### src/rtl/input_queue_controller_pkg.sv
`default_nettype none
// +--------------------------------------------------------------------------+
// | input_queue_controller_pkg                                               |
// | Shared constants, state encoding and helpers for the input queue ctrl.   |
// | Revision: 1.0                                                            |
// +--------------------------------------------------------------------------+
package input_queue_controller_pkg;

  localparam int INPUT_LAYER_NODES = 784;
  localparam int QUEUE_MAX_SIZE    = 256;

  localparam logic TRUE  = 1'b1;
  localparam logic FALSE = 1'b0;

  typedef enum logic [3:0] {
    IQC_S_IDLE    = 4'd0,
    IQC_S_ARM     = 4'd1,
    IQC_S_LOAD    = 4'd2,
    IQC_S_SETTLE  = 4'd3,
    IQC_S_SNAP    = 4'd4,
    IQC_S_SNAP_LO = 4'd5,
    IQC_S_CHK     = 4'd6,
    IQC_S_CAP     = 4'd7,
    IQC_S_WAIT    = 4'd8,
    IQC_S_DONE    = 4'd9
  } iqcState_t;

  // Ones counter sticks at its ceiling instead of wrapping.
  function automatic logic [9:0] satIncrement(input logic [9:0] value, input logic bump);
    if (bump && (value != 10'd1023)) begin
      return value + 10'd1;
    end
    return value;
  endfunction

endpackage
`default_nettype wire

### src/rtl/input_queue_controller_drain_timer.sv
`default_nettype none
// +--------------------------------------------------------------------------+
// | iqc_drain_timer                                                          |
// | Counts stalled drain cycles; only built when IQC_DRAIN_TIMEOUT_EN is set. |
// | Revision: 1.0                                                            |
// +--------------------------------------------------------------------------+
`ifdef IQC_DRAIN_TIMEOUT_EN
module iqc_drain_timer #(
  parameter int TIMEOUT_CYCLES = 1024
) (
  input  logic clk,
  input  logic resetInputQueue,
  input  logic restart,
  input  logic stall,
  output logic expired
);

  localparam int c_cntW = $clog2(TIMEOUT_CYCLES + 1);
  localparam logic [c_cntW-1:0] c_lastCnt = c_cntW'(TIMEOUT_CYCLES - 1);

  logic [c_cntW-1:0] r_stallCnt;

  always_ff @(posedge clk or posedge resetInputQueue) begin
    if (resetInputQueue) begin
      r_stallCnt <= '0;
    end else if (restart) begin
      r_stallCnt <= '0;
    end else if (stall && (r_stallCnt != c_lastCnt)) begin
      r_stallCnt <= r_stallCnt + c_cntW'(1);
    end
  end

  // Fires during the TIMEOUT_CYCLES-th stalled cycle so the controller reacts on that edge.
  assign expired = stall && (r_stallCnt == c_lastCnt);

endmodule
`endif
`default_nettype wire

### src/rtl/input_queue_controller.sv
`default_nettype none
// +--------------------------------------------------------------------------+
// | input_queue_controller                                                   |
// | Loads one frame into the input queue, snapshots it, drains indices.      |
// | Optional drain stall timeout: IQC_DRAIN_TIMEOUT_EN.                      |
// | Revision: 1.0                                                            |
// +--------------------------------------------------------------------------+
module input_queue_controller
  import input_queue_controller_pkg::*;
#(
  parameter int N_PIXELS    = INPUT_LAYER_NODES,
  parameter int QUEUE_DEPTH = QUEUE_MAX_SIZE
`ifdef IQC_DRAIN_TIMEOUT_EN
  ,
  parameter int TIMEOUT_CYCLES = 1024
`endif
) (
  input  logic       clk,
  input  logic       resetInputQueue,
  input  logic       start,
  input  logic       pixelIn,
  input  logic       pixelValid,
  output logic       pixelReady,
  output logic       queueClear,
  output logic       bufferClear,
  output logic       pixelValue,
  output logic       writeBufferEnable,
  output logic       dequeue,
  input  logic       finished,
  input  logic       queueEmpty,
  input  logic [9:0] indexIn,
  output logic       indexValid,
  input  logic       indexReady,
  output logic [9:0] indexData,
  output logic       frameDone,
  output logic [9:0] activeCount,
  output logic       error
);

  localparam int c_pixW = $clog2(N_PIXELS + 1);
  localparam logic [c_pixW-1:0] c_lastPix = c_pixW'(N_PIXELS - 1);
  localparam logic [10:0] c_queueDepth = 11'(QUEUE_DEPTH);
  localparam logic c_singlePixel = (N_PIXELS == 1);

  iqcState_t         r_state;
  logic [c_pixW-1:0] r_pixCnt;
  logic [9:0]        r_onesCnt;

`ifdef IQC_DRAIN_TIMEOUT_EN
  logic w_drainRestart;
  logic w_drainStall;
  logic w_drainExpired;

  assign w_drainRestart = (r_state == IQC_S_CAP) && !dequeue;
  assign w_drainStall   = (r_state == IQC_S_WAIT) && indexValid && !indexReady;

  iqc_drain_timer #(
    .TIMEOUT_CYCLES(TIMEOUT_CYCLES)
  ) u_drainTimer (
    .clk            (clk),
    .resetInputQueue(resetInputQueue),
    .restart        (w_drainRestart),
    .stall          (w_drainStall),
    .expired        (w_drainExpired)
  );
`endif

  always_ff @(posedge clk or posedge resetInputQueue) begin
    if (resetInputQueue) begin
      r_state           <= IQC_S_IDLE;
      r_pixCnt          <= '0;
      r_onesCnt         <= '0;
      pixelReady        <= FALSE;
      queueClear        <= TRUE;
      bufferClear       <= TRUE;
      pixelValue        <= FALSE;
      writeBufferEnable <= FALSE;
      dequeue           <= FALSE;
      indexValid        <= FALSE;
      indexData         <= '0;
      frameDone         <= FALSE;
      activeCount       <= '0;
      error             <= FALSE;
    end else begin
      frameDone <= FALSE;
      error     <= FALSE;
      case (r_state)
        IQC_S_IDLE: begin
          queueClear  <= TRUE;
          bufferClear <= FALSE;
          pixelValue  <= FALSE;
          if (start) begin
            r_pixCnt   <= '0;
            r_onesCnt  <= '0;
            pixelReady <= TRUE;
            r_state    <= IQC_S_ARM;
          end
        end
        IQC_S_ARM: begin
          if (pixelValid) begin
            pixelValue <= pixelIn;
            queueClear <= FALSE;
            r_pixCnt   <= c_pixW'(1);
            r_onesCnt  <= {9'd0, pixelIn};
            pixelReady <= !c_singlePixel;
            r_state    <= c_singlePixel ? IQC_S_SETTLE : IQC_S_LOAD;
          end
        end
        IQC_S_LOAD: begin
          // The queue samples pixelValue every clock, so a missing beat corrupts the frame.
          if (pixelValid) begin
            pixelValue <= pixelIn;
            r_pixCnt   <= r_pixCnt + c_pixW'(1);
            r_onesCnt  <= satIncrement(r_onesCnt, pixelIn);
            if (r_pixCnt == c_lastPix) begin
              pixelReady <= FALSE;
              r_state    <= IQC_S_SETTLE;
            end
          end else begin
            error      <= TRUE;
            pixelReady <= FALSE;
            pixelValue <= FALSE;
            queueClear <= TRUE;
            r_state    <= IQC_S_IDLE;
          end
        end
        IQC_S_SETTLE: begin
          pixelValue <= FALSE;
          if (finished) begin
            if ({1'b0, r_onesCnt} > c_queueDepth) begin
              error      <= TRUE;
              queueClear <= TRUE;
              r_state    <= IQC_S_IDLE;
            end else begin
              writeBufferEnable <= TRUE;
              r_state           <= IQC_S_SNAP;
            end
          end
        end
        IQC_S_SNAP: begin
          writeBufferEnable <= FALSE;
          r_state           <= IQC_S_SNAP_LO;
        end
        IQC_S_SNAP_LO: begin
          r_state <= IQC_S_CHK;
        end
        IQC_S_CHK: begin
          if (queueEmpty) begin
            frameDone   <= TRUE;
            activeCount <= r_onesCnt;
            r_state     <= IQC_S_DONE;
          end else begin
            dequeue <= TRUE;
            r_state <= IQC_S_CAP;
          end
        end
        IQC_S_CAP: begin
          // First cycle retires the strobe; the queue's indexOut is valid on the second.
          if (dequeue) begin
            dequeue <= FALSE;
          end else begin
            indexData  <= indexIn;
            indexValid <= TRUE;
            r_state    <= IQC_S_WAIT;
          end
        end
        IQC_S_WAIT: begin
          if (indexReady) begin
            indexValid <= FALSE;
            r_state    <= IQC_S_CHK;
          end
`ifdef IQC_DRAIN_TIMEOUT_EN
          else if (w_drainExpired) begin
            error      <= TRUE;
            indexValid <= FALSE;
            queueClear <= TRUE;
            r_state    <= IQC_S_IDLE;
          end
`endif
        end
        IQC_S_DONE: begin
          queueClear <= TRUE;
          r_state    <= IQC_S_IDLE;
        end
        default: begin
          r_state <= IQC_S_IDLE;
        end
      endcase
    end
  end

endmodule
`default_nettype wire

### config.mk
export PLATFORM = sky130hd
export DESIGN_NAME = input_queue_controller
export DESIGN_NICKNAME = d
export VERILOG_FILES = /design/src/rtl/input_queue_controller_pkg.sv /design/src/rtl/input_queue_controller_drain_timer.sv /design/src/rtl/input_queue_controller.sv
export SDC_FILE = /design/constraint.sdc
export NUM_CORES = 1
export LEC_CHECK = 0
export CORE_MARGIN = 2
export CORE_UTILIZATION = 45
export DETAILED_ROUTE_END_ITERATION = 8
export MAX_ROUTING_LAYER = met4
export PLACE_DENSITY = 0.67
export SLEW_MARGIN = 25
export SYNTH_ARGS = -nofsm -noshare
export SYNTH_HDL_FRONTEND = slang
export SYNTH_SLANG_ARGS = --single-unit
### constraint.sdc
create_clock -name clk -period 5.7 [get_ports clk]
set_clock_uncertainty 0.2 [all_clocks]
set_input_delay 0.57 -clock clk [delete_from_list [all_inputs] [get_ports clk]]
set_output_delay 0.57 -clock clk [all_outputs]
set_load 0.03 [all_outputs]
==> Flow_metrics.wiki <==
{| class="wikitable"
! Metric !! Value
|-
| Number of nets in the synthesized netlist || 300
|-
| Worst Slack Setup Final || 3.139 ns
|-
| Filler cell count || 588
|-
| Setup slack after placement || 2.897 ns
|-
| Layout cells sized above 1 || 14.15%
|-
| Mean number of vias per cell || 5.846
|-
| Flop and latch count out of synthesis || 53
|-
| Sum of negative setup slack || 0 ns
|-
| Mean post-synth cell area || 10.41 sq um
|-
| Clock power share || 14.5%
|-
| Number of different library cells in the post-synthesis netlist || 62
|-
| Worst VDD drop || 0.2863 mV
|-
| Final cell count without fillers || 395
|-
| Switching power summed over all nets || 676.5 uW
|-
| Crit-path max FO || 16
|-
| Final setup violation count || 0
|-
| Unrepaired setup endpoints after global routing || false
|-
| Internal portion of total power || 882.8 uW
|-
| Net total in the final layout || 338
|-
| Share of total power consumed by net switching || 43.38%
|-
| Number of setup buffers added after CTS || 0
|-
| Root buffer cell || sky130_fd_sc_hd__clkbuf_8
|-
| Part of the Yosys area used for sequential elements || 45.76%
|-
| Number of global-route vias before repair || 2,256
|-
| Critical path data arrival time || 2.57 ns
|-
| Async set-or-reset flop fraction in the synthesized netlist || 100.0%
|-
| Ys Warns || 0
|-
| Largest net degree at the start of global routing || 54
|-
| Proportion of power drawn by combinational gates || 47.7%
|-
| Core outline area || 0.006277 sq mm
|-
| Final min period || 2.561 ns
|-
| Result of the run || completed
|-
| # DRC || 0
|-
| ANT cells || 0
|-
| Endpoint required time on the critical path || 5.71 ns
|-
| Wire length of the first global-routing pass || 10.85 mm
|-
| Maximum count of clock buffers along a single path || 2
|-
| Signed area change from the synthesized netlist to the final layout || 18.40%
|-
| Relative contribution of sequential cells to total power || 37.8%
|-
| Most common cell after layout, fill and taps aside || sky130_fd_sc_hd__dfrtp_1
|-
| Total length of routed wires || 6.167 mm
|-
| Number of clock sinks || 53
|-
| Hold violation total from the final report || 0
|-
| GPL Wtd Cong || 0.8486
|-
| Count of flip-flops with a built-in enable after synthesis || 0
|-
| Number of DRC markers after the initial detailed-route iteration || 243
|-
| Post-synthesis instance area || 0.002904 sq mm
|-
| Effective utilization at floorplan || 46.26%
|-
| Hold/Removal Path Class || register to register
|-
| Critical path class || register to register
|-
| CTS clock-pin slew for the worst setup and hold paths || 0.10 ns
|-
| Vias || 2,309
|-
| Final Slew Violations || 0
|-
| Period utilisation layout || 44.94%
|-
| Number of placement rows || 29
|-
| Leakage || 0.001432 uW
|-
| Most instantiated flip-flop cell in the synthesis netlist || sky130_fd_sc_hd__dfrtp_1
|-
| Placed Instances || 387
|-
| Worst hold margin || 0.2888 ns
|-
| Die height || 84.34 microns
|-
| Worst Setup End Kind || register
|-
| Area of the die || 0.007112 sq mm
|-
| Number of buffer cells added on primary ports || 46
|-
| Width of the chip || 84.34 microns
|-
| Most frequent cells in the layout || 51 x sky130_fd_sc_hd__dfrtp_1, 46 x sky130_fd_sc_hd__clkdlybuf4s50_1, 25 x sky130_fd_sc_hd__nand2_1
|-
| Maximum Capacitance Violations || 0
|-
| Power density relative to cell area || 453.5 mW/mm^2
|-
| Hold buffers post-CTS || 0
|-
| Skew-Pair Late Insertion Delay || 0.32 ns
|-
| Drt pass-1 iters || 4
|-
| H-tree depth || 2
|-
| Congestion Overflow GR || 0
|-
| HPWL Detailed || 4.219 mm
|-
| Worst slew slack as a fraction of its limit || 41.83%
|-
| Post-cts gate resize count || 0
|-
| Total CTS buffers || 5
|-
| Number of nets with antenna violations after routing || 0
|-
| Highest achievable clock rate || 390.4 MHz
|-
| Post-Syn Instances || 279
|-
| Startpoint type of the worst setup path || register
|-
| Transition time at the pin with the least slew margin || 0.8703 ns
|-
| Total I/O pin count || 47
|-
| TritonCTS clock tree || yes
|-
| Wire length per cell || 15.61 microns
|-
| Combined global-route utilization of all metal layers || 19.12%
|-
| Number of antenna violations at the first check in global routing || 0
|}
critical path: stages, from the launching register on:
cell                      delay [ns]
sky130_fd_sc_hd__dfrtp_1        0.55
sky130_fd_sc_hd__nor2_1         0.57
sky130_fd_sc_hd__and2_1         0.43
sky130_fd_sc_hd__a31o_2         0.37
sky130_fd_sc_hd__mux2_4         0.32
power by group through the flow:
stage          clock network, uW  logic [uW]  registers, uW
2_1_floorplan                  0         480            670
3_3_place_gp                   0         738            590
3_5_place_dp                   0         746            594
4_1_cts                      234         749            588
5_1_grt                      248         813            609
6_report                     226         745            589
sequential cells by signal, summed over array words and instances, names as in the netlist:
signal	flops
queueClear	1
pixelValue	1
r_onesCnt	10
indexValid	1
indexData	10
r_pixCnt	10
r_state	4
bufferClear	1
error	1
pixelReady	1
activeCount	10
dequeue	1
frameDone	1
writeBufferEnable	1
cells in the mapped netlist (5+ instances only):
master	instances	area, sq um
sky130_fd_sc_hd__dfrtp_1	51	1276
sky130_fd_sc_hd__nand2_1	25	93.84
sky130_fd_sc_hd__mux2_2	16	180.2
sky130_fd_sc_hd__nor2_1	14	52.55
sky130_fd_sc_hd__o21ai_0	14	70.07
sky130_fd_sc_hd__a21oi_1	13	65.06
sky130_fd_sc_hd__inv_1	10	37.54
sky130_fd_sc_hd__a31oi_1	8	50.05
sky130_fd_sc_hd__a41oi_1	7	61.31
sky130_fd_sc_hd__buf_2	7	35.03
sky130_fd_sc_hd__nand2b_1	7	43.79
sky130_fd_sc_hd__buf_6	6	67.56
sky130_fd_sc_hd__mux2i_1	6	60.06
sky130_fd_sc_hd__nand3_1	6	30.03
sky130_fd_sc_hd__or4_1	6	45.04
sky130_fd_sc_hd__o31ai_1	5	37.54
stage by stage:
stage | cell area, sq um | util (%) | total power, uW
floorplan | 2904 | - | 1150
global placement | 3344 | 53.28 | 1328
detailed placement | 3344 | 53.28 | 1340
CTS | 3438 | 54.77 | 1572
global route | 3438 | 54.77 | 1670
finish | 3438 | 54.77 | 1559
per-layer routing:
| metal | part of all wire (%) | vias to the layer above | global-route usage (%) | wire length [microns] |
|---|---|---|---|---|
| li1 | - | 1117 | - | - |
| met1 | 47 | 1139 | 25.78 | 2900 |
| met2 | 48 | 47 | 29.94 | 2960 |
| met3 | 3.8 | 6 | 3.835 | 237 |
| met4 | 1.1 | 0 | 4.762 | 68 |
| met5 | 0 | - | - | 0 |
layout make-up:
cell class	instances	area [sq um]	share of cell area [%]
Multi-Input combinational cell	198	1399	40.68
Sequential cell	53	1329	38.65
Tap cell	77	96.34	2.802
Inverter	10	37.54	1.092
Timing Repair Buffer	49	483.0	14.05
Clock inverter	3	25.02	0.7278
Clock buffer	5	68.82	2.001
kinds of logic (layout without fill, tap and decap cells):
family          Yosys count  in the layout  share of synthesized area [%]
compound gates           72             72                          17.06
xor+xnor                  1              1                         0.3016
fa+ha+maj                 3              3                          1.293
buf+inv                  28             67                          6.075
flops                    53             53                          45.76
mux                      25             25                          9.694
simple gates             97             97                          19.82
final timing paths:
path / from / endpoint / slack [ns] / depth (start not counted)
max: r_state[3] / r_onesCnt[0] / 3.14 / 4
min: bufferClear / bufferClear / 0.29 / 1
max reg2reg: r_state[3] / r_onesCnt[0] / 3.14 / 4
min reg2reg: bufferClear / bufferClear / 0.29 / 1
max in group asynchronous: resetInputQueue / r_onesCnt[1] / 4.32 / 3
min in group asynchronous: resetInputQueue / activeCount[5] / 0.54 / 3
(Power assumes the default switching activity.)
